**config.mk**
```make
export PLATFORM = sky130hd
export DESIGN_NAME = ula_right_shift_seq
export DESIGN_NICKNAME = d
export VERILOG_FILES = /design/src/rtl/ula_right_shift_seq.sv
export SDC_FILE = /design/constraint.sdc
export NUM_CORES = 1
export LEC_CHECK = 0
export ABC_AREA = 1
export CORE_AREA = 4 4 61 63
export DETAILED_ROUTE_END_ITERATION = 12
export DIE_AREA = 0 0 65 67
export GPL_TIMING_DRIVEN = 0
export PLACE_DENSITY = 0.67
export SLEW_MARGIN = 20
export SYNTH_ARGS = -nofsm -noshare
export SYNTH_HDL_FRONTEND = slang
export SYNTH_SLANG_ARGS = --single-unit
```
**constraint.sdc**
```tcl
create_clock -name clk_in -period 1.8 [get_ports clk_in]
set_input_delay 0.36 -clock clk_in [delete_from_list [all_inputs] [get_ports clk_in]]
set_output_delay 0.36 -clock clk_in [all_outputs]
set_load 0.01 [all_outputs]
```
**src/rtl/ula_right_shift_seq.sv**
```systemverilog
// Sequential right shifter: shifts a_in right by min(b_in, BITS) places, one bit per clock,
// with a start/busy/done handshake. Define ULA_SHIFT_ARITH_EN to honour arith_in (sign fill).
`ifndef BITS
`define BITS 8
`endif

module ula_right_shift_seq #(
    parameter int unsigned BITS  = `BITS,
    parameter int unsigned CNT_W = $clog2(BITS) + 1
) (
    input  logic            clk_in,
    input  logic            rst_in,
    input  logic            start_in,
    input  logic [BITS-1:0] a_in,
    input  logic [BITS-1:0] b_in,
    input  logic            arith_in,
    output logic [BITS-1:0] result_out,
    output logic            busy_out,
    output logic            done_out
);

    typedef enum logic [1:0] {StIdle, StShift, StDone} state_e;

    localparam int unsigned CmpW = (BITS > 32) ? BITS : 32;

    state_e           state_q, state_d;
    logic [BITS-1:0]  sh_q, sh_d;
    logic [BITS-1:0]  res_q, res_d;
    logic [CNT_W-1:0] cnt_q, cnt_d;
    logic             fill_q, fill_d;
    logic             busy_q, busy_d;
    logic             done_q, done_d;
    logic [CmpW-1:0]  b_ext;
    logic [CNT_W-1:0] cnt_load;
    logic             fill_sel;

    // Amounts of BITS or more all give the same result, so saturate the counter.
    assign b_ext    = CmpW'(b_in);
    assign cnt_load = (b_ext >= CmpW'(BITS)) ? CNT_W'(BITS) : CNT_W'(b_in);

`ifdef ULA_SHIFT_ARITH_EN
    assign fill_sel = arith_in & a_in[BITS-1];
`else
    logic unused_arith;
    assign unused_arith = arith_in;
    assign fill_sel     = 1'b0;
`endif

    always_comb begin
        state_d = state_q;
        sh_d    = sh_q;
        res_d   = res_q;
        cnt_d   = cnt_q;
        fill_d  = fill_q;
        busy_d  = 1'b0;
        done_d  = 1'b0;
        unique case (state_q)
            StIdle: begin
                if (start_in) begin
                    sh_d    = a_in;
                    fill_d  = fill_sel;
                    cnt_d   = cnt_load;
                    busy_d  = 1'b1;
                    state_d = StShift;
                end
            end
            StShift: begin
                if (cnt_q == '0) begin
                    res_d   = sh_q;
                    done_d  = 1'b1;
                    state_d = StDone;
                end else begin
                    sh_d   = {fill_q, sh_q[BITS-1:1]};
                    cnt_d  = cnt_q - 1'b1;
                    busy_d = 1'b1;
                end
            end
            StDone: begin
                // A start seen here is deliberately not accepted.
                state_d = StIdle;
            end
            default: begin
                state_d = StIdle;
            end
        endcase
    end

    always_ff @(posedge clk_in or posedge rst_in) begin
        if (rst_in) begin
            state_q <= StIdle;
            sh_q    <= '0;
            res_q   <= '0;
            cnt_q   <= '0;
            fill_q  <= 1'b0;
            busy_q  <= 1'b0;
            done_q  <= 1'b0;
        end else begin
            state_q <= state_d;
            sh_q    <= sh_d;
            res_q   <= res_d;
            cnt_q   <= cnt_d;
            fill_q  <= fill_d;
            busy_q  <= busy_d;
            done_q  <= done_d;
        end
    end

    assign result_out = res_q;
    assign busy_out   = busy_q;
    assign done_out   = done_q;

endmodule
```
==> flow_summary.toml, run 1 <==
[detailed_routing]
drtIter0Drc = 23
wl_per_cell_um = 11.0
route.detailed.drc = 0
via_count = 976
firstDrtPassIters = 4
wirelength_um = 2430
vias_per_cell = 4.40
drtAntennaViolNets = 0

[place]
dp_slack_ns = 0.268
gp_congestion = 0.791
dp_hpwl_um = 1890
place.port_buffers = 28

[sta]
hold_viol = 0
skew_ns = 0.00277
maxSlewViolCount = 0
setup_viol = 0
fin_crit_ns = 1.60
relSlewSlack_pct = 41.3
fmax_mhz = 625
max_slew.worst_pin.slew_ns = 0.879
holdWs_ns = 0.500
fin_crit_sh_pct = 88.9
rsz0062_at_grt = "no"
tns_ns = 0
fin_ws_ns = 0.201

[pwr]
seqPwrFrac_pct = 33.0
power.leakage_nw = 0.785
p_comb_share_pct = 56.8
switching_share_pct = 42.4
switching_power_mw = 1.14
irDropWorstVdd_uv = 681
power_mw = 2.69
p_int_mw = 1.55
clkPwrFrac_pct = 10.2
power_density_nw_per_um2 = 1680

[synth]
syn_area_per_cell_um2 = 8.53
ys_ff_latch = 24
syn_inst = 144
yosysWarnings = 0
synth_area_um2 = 1230
synth_seq_area_share_pct = 48.9
yosysUniqueCellTypes = 19
synth_nets = 165

[setup_path]
cp.arrival_ns = 1.24
worst_setup_path_end_kind = "output port"
criticalPathCategory = "reg2out"
cp-start-kind = "register"
cpMaxStageDelayCell = "clkdlybuf4s50_1"
required_ns = 1.44
worstPathMaxFanout = 2
slowest_delay_ns = 0.55
cp_num_buf_inv = 1
path_delay_family = "buffers and inverters"
crit_chain = "clkdlybuf4s50_1"

[job]
drv_cap = 0

[cts]
clock_path_buffers = 2
cts_resized = 0
cts_setup_buffers = 0
htreeDepth = 1
cts_buffers = 3
root_buffer = "clkbuf_4"
holdBufCountCts = 0
cts.clk_slew.worst_paths_ns = 0.12
cts.sinks = 24
cts_tree = "done"
clkLatencyLatePin_ns = 0.31

[layout]
diodes = 0
areaGrowthSynthToFinish_pct = 30.4
most-common-layout-cells = "41 x nand2_1, 28 x clkdlybuf4s50_1, 24 x dfrtp_1"
drive_above_1_share_pct = 15.3
fin_util_pct = 49.6
nets = 198
final_common_cell = "nand2_1"
nFillCells = 315

[die]
dieHeight_um = 67
die_area_um2 = 4360
ios = 30
core_um2 = 3230
start_util_pct = 38.0
num_rows = 21
die_w_um = 65

[outcome]
status = "complete, no violations"

[global_routing]
grt_pass1_vias = 1042
grt_pass1_wl_um = 4460
antenna_found_initial = 0
grt_max_degree = 25
grt_usage_pct = 13.0
overflow = 0

[worst_hold_path]
min_path_type = "reg2reg"
[power groups by stage]
stage / clock, mW / combinational [mW] / sequential [mW]
2_1_floorplan: 0 / 1.08 / 0.927
3_3_place_gp: 0 / 1.52 / 0.894
3_5_place_dp: 0 / 1.55 / 0.900
4_1_cts: 0.290 / 1.55 / 0.891
5_1_grt: 0.323 / 1.72 / 0.920
6_report: 0.274 / 1.53 / 0.888
[through the flow]
step           instance area, um2  cells
2_1_floorplan                1230    144
3_3_place_gp                 1570    218
3_5_place_dp                 1570    218
4_1_cts                      1600    222
5_1_grt                      1600    222
6_report                     1600    222
[state kept, by name (all words and copies together) (netlist names)]
signal	count
busy_out	1
cnt_q	4
done_out	1
result_out	8
sh_q	8
state_q	2
[cells by family (layout without fill, tap and decap cells)]
| group | Yosys count | after routing | share of synthesized area (%) |
|---|---|---|---|
| flops | 24 | 24 | 48.9 |
| compound gates | 24 | 24 | 12.5 |
| fa+ha+maj | 1 | 1 | 1.02 |
| simple gates | 68 | 68 | 26.7 |
| buf+inv | 27 | 59 | 10.9 |
[synthesized netlist by cell type]
cell,instances,area [um2]
nand2_1,41,154
dfrtp_1,24,601
inv_1,21,78.8
o21ai_1,14,70.1
nand3_1,9,45.0
nor2_1,9,33.8
o21ai_2,9,78.8
buf_6,4,45.0
nand2_2,3,18.8
ha_1,1,12.5
inv_2,1,3.75
inv_4,1,6.26
nand2_4,1,11.3
nand3_2,1,10.0
nand3_4,1,17.5
nor2_4,1,11.3
nor2_8,1,20.0
o21ai_0,1,5.00
or2_0,1,6.26
[worst paths after layout]
check / startpoint / to / cells after the start / slack, ns
worst max-delay path: result_out[7]$_DFFE_PP0P_ / result_out[7] / 1 / 0.20
min in group asynchronous: rst_in / result_out[1]$_DFFE_PP0P_ / 2 / 0.53
worst min register to register: result_out[0]$_DFFE_PP0P_ / result_out[0]$_DFFE_PP0P_ / 2 / 0.50
worst max register to register: cnt_q[0]$_DFFE_PP0P_ / sh_q[1]$_DFFE_PP0P_ / 10 / 0.31
worst min-delay path: result_out[0]$_DFFE_PP0P_ / result_out[0]$_DFFE_PP0P_ / 2 / 0.50
max in group asynchronous: rst_in / result_out[7]$_DFFE_PP0P_ / 2 / 0.74
[area by class of cell]
class | count | area (um2) | share of cell area, %
multi-input cells | 93 | 494 | 30.8
clock buffers | 4 | 36.3 | 2.26
flip-flops and latches | 24 | 601 | 37.5
plain buffers | 4 | 45.0 | 2.81
inverters | 23 | 88.8 | 5.54
repair buffers | 28 | 280 | 17.5
well taps | 46 | 57.6 | 3.59
[layer usage]
layer	vias to the layer above	GRT usage, %	wire [um]
met5	-	0	0
met2	24	23.2	1170
met3	5	2.70	101
li1	508	-	-
met4	0	4.75	44
met1	439	15.4	1120
Power figures use the tool's default switching activity.
==> run 2: changes to the inputs <==
--- a/config.mk
+++ b/config.mk
@@ -10,7 +10,7 @@
 export DETAILED_ROUTE_END_ITERATION = 12
 export DIE_AREA = 0 0 65 67
 export GPL_TIMING_DRIVEN = 0
-export PLACE_DENSITY = 0.67
+export PLACE_DENSITY = 0.69
 export SLEW_MARGIN = 20
 export SYNTH_ARGS = -nofsm -noshare
 export SYNTH_HDL_FRONTEND = slang
==> constraint.sdc (replaced) <==
create_clock -name clk_in -period 1.45 [get_ports clk_in]
set_input_delay 0.29 -clock clk_in [delete_from_list [all_inputs] [get_ports clk_in]]
set_output_delay 0.29 -clock clk_in [all_outputs]
set_load 0.01 [all_outputs]
==> run 2 against run 1 <==
  * Clock skew up 0.0089 ns
  * Via count grew 6.1%
  * Critical endpoint is now sh_q[5]$_DFFE_PP0P_
  * Critical path type is now reg2reg
  * Sequential share of layout area decreased by 3.2 points
  * Core utilization rose by 4.6 points
  * Combinational power rose by 57%
  * Sequential power is 25% higher
  * Largest power group unchanged
  * Register-to-register slack lost 0.26 ns
==> flow_summary.toml, run 2 (synthesis results as in run 1) <==
[setup_path]
slowest_delay_ns = 0.43
worstPathMaxFanout = 5
cp_num_buf_inv = 3
cp-start-kind = "register"
path_delay_family = "flip-flops"
required_ns = 1.68
cpMostUsedCell = "inv_2"
crit_chain = "inv_2 -> ha_4 -> inv_2 -> nor2_4 -> nand2_2 -> nand2_4 -> nand2_8 -> buf_6 -> nand2_1 -> o21ai_1"
worst_setup_path_end_kind = "register"
criticalPathCategory = "reg2reg"
cpMaxStageDelayCell = "dfrtp_1"
cp.arrival_ns = 1.62

[cts]
cts_tree = "done"
root_buffer = "clkbuf_4"
htreeDepth = 1
cts.clk_slew.worst_paths_ns = 0.13
cts.sinks = 24
cts_buffers = 3
holdBufCountCts = 0
clock_path_buffers = 2
clkLatencyLatePin_ns = 0.32

[layout]
areaGrowthSynthToFinish_pct = 42.5
diodes = 0
stdcell_count = 229
final_common_cell = "nand2_1"
final_area_um2 = 1750
nets = 205
most-common-layout-cells = "33 x nand2_1, 24 x dfrtp_1, 18 x inv_1, 18 x clkdlybuf4s50_1, 13 x o21ai_2"
drive_above_1_share_pct = 27.3

[sta]
fin_crit_ns = 1.40
max_slew.worst_pin.slew_ns = 0.876
fin_ws_ns = 0.0537
fin_crit_sh_pct = 96.3
holdWs_ns = 0.439
fmax_mhz = 716
relSlewSlack_pct = 41.5
setup_viol = 0
hold_viol = 0
rsz0062_at_grt = "yes"
skew_ns = 0.0117
tns_ns = 0
maxSlewViolCount = 0

[pwr]
power.leakage_nw = 0.884
power_density_nw_per_um2 = 2270
irDropWorstVdd_uv = 1220

[place]
dp_hpwl_um = 1910
place.port_buffers = 28
post-place-cells = 218
place_area_um2 = 1570
dp_slack_ns = -0.0543
gp_congestion = 0.743

[global_routing]
grt_pass1_wl_um = 4610
antenna_found_initial = 0
grt_pass1_vias = 1078
grt_max_degree = 25
grt_usage_pct = 13.3
overflow = 0

[die]
die_area_um2 = 4360
num_rows = 21
dieHeight_um = 67
die_w_um = 65
start_util_pct = 38.0
ios = 30
core_um2 = 3230

[detailed_routing]
firstDrtPassIters = 4
wl_per_cell_um = 11.6
vias_per_cell = 4.52
via_count = 1036
drtAntennaViolNets = 0
route.detailed.drc = 0
wirelength_um = 2670
drtIter0Drc = 29

[job]
drv_cap = 0

[outcome]
status = "complete, no violations"

[worst_hold_path]
min_path_type = "in2async"
==> run 2: cell count changes in the layout (fill, tap and decap cells not counted), moves of 3 or more <==
cell / delta
clkdlybuf4s50_1: -10
inv_1: -3
inv_2: +3
nand2_1: -8
nand2_2: +6
o21ai_2: +4
o21ai_1: -4
dlygate4sd2_1: +10
buf_4: +5
==> run 2: through the flow <==
step	util, %	total power, mW
3_5_place_dp	48.5	3.06
3_3_place_gp	48.5	3.00
6_report	54.2	3.98
5_1_grt	54.2	4.32
4_1_cts	50.9	3.59
2_1_floorplan	-	2.50
==> run 2: repair_timing <==
action	CTS	global route
gates cloned	1	1
pin swaps	1	5
resized for setup	14	20
setup buffers	2	3
setup endpoints to repair	27	20
==> run 2: area by class of cell <==
class / instances / area, um2
timing repair buffer: 35 / 342
fill: 327 / 1480
clock inverter: 1 / 30.0
tap: 46 / 57.6
multi-input combinational: 93 / 561
clock buffer: 3 / 22.5
buffer: 4 / 48.8
sequential: 24 / 601
inverter: 23 / 88.8
==> run 2: routing by layer <==
metal | track usage (%) | routed length (um) | part of all wire [%]
met5 | 0 | 0 | 0
met4 | 3.17 | 25 | 0.94
met3 | 1.69 | 117 | 4.4
met2 | 26.6 | 1370 | 51
met1 | 14.7 | 1160 | 43
==> run 2: path summary, 6_finish.rpt <==
| kind | startpoint | endpoint | slack (ns) | cells past startpoint |
|---|---|---|---|---|
| max in group asynchronous | rst_in | result_out[1]$_DFFE_PP0P_ | 0.47 | 2 |
| setup / recovery | cnt_q[1]$_DFFE_PP0P_ | sh_q[5]$_DFFE_PP0P_ | 0.05 | 10 |
| hold reg to reg | result_out[4]$_DFFE_PP0P_ | result_out[4]$_DFFE_PP0P_ | 0.50 | 2 |
| min in group clk_in | result_out[4]$_DFFE_PP0P_ | result_out[4]$_DFFE_PP0P_ | 0.50 | 2 |
| setup reg to reg | cnt_q[1]$_DFFE_PP0P_ | sh_q[5]$_DFFE_PP0P_ | 0.05 | 10 |
| hold / removal | rst_in | cnt_q[1]$_DFFE_PP0P_ | 0.44 | 2 |
==> run 2: power breakdown <==
group | internal, mW | leakage, nW | switching [mW]
registers | 0.962 | 0.306 | 0.145
logic | 1.06 | 0.550 | 1.33
clock network | 0.280 | 0.0279 | 0.198
total | 2.30 | 0.884 | 1.67
==> run 2: worst reg2reg max path, stage by stage (launching register included) <==
cell,delay (ns)
dfrtp_1,0.43
inv_2,0.08
ha_4,0.13
inv_2,0.04
nor2_4,0.12
nand2_2,0.08
nand2_4,0.09
nand2_8,0.07
buf_6,0.14
nand2_1,0.06
o21ai_1,0.06
==> run 3: changes to the inputs <==
--- a/config.mk
+++ b/config.mk
@@ -10,7 +10,7 @@
 export DETAILED_ROUTE_END_ITERATION = 12
 export DIE_AREA = 0 0 65 67
 export GPL_TIMING_DRIVEN = 0
-export PLACE_DENSITY = 0.69
+export PLACE_DENSITY = 0.67
 export SLEW_MARGIN = 20
 export SYNTH_ARGS = -nofsm -noshare
 export SYNTH_HDL_FRONTEND = slang
==> constraint.sdc (replaced) <==
create_clock -name clk_in -period 1.7 [get_ports clk_in]
set_input_delay 0.34 -clock clk_in [delete_from_list [all_inputs] [get_ports clk_in]]
set_output_delay 0.34 -clock clk_in [all_outputs]
set_load 0.01 [all_outputs]
==> results of run 3 <==
The final DEF is identical to that of run 1. Status: complete, no violations.
Main changes from that run: setup slack after placement 0.268 ns -> 0.188 ns; setup slack after layout 0.201 ns -> 0.121 ns; register-to-register setup slack 0.31 ns -> 0.21 ns; total power 2.69 mW -> 2.85 mW; worst IR drop on VDD 681 uV -> 721 uV
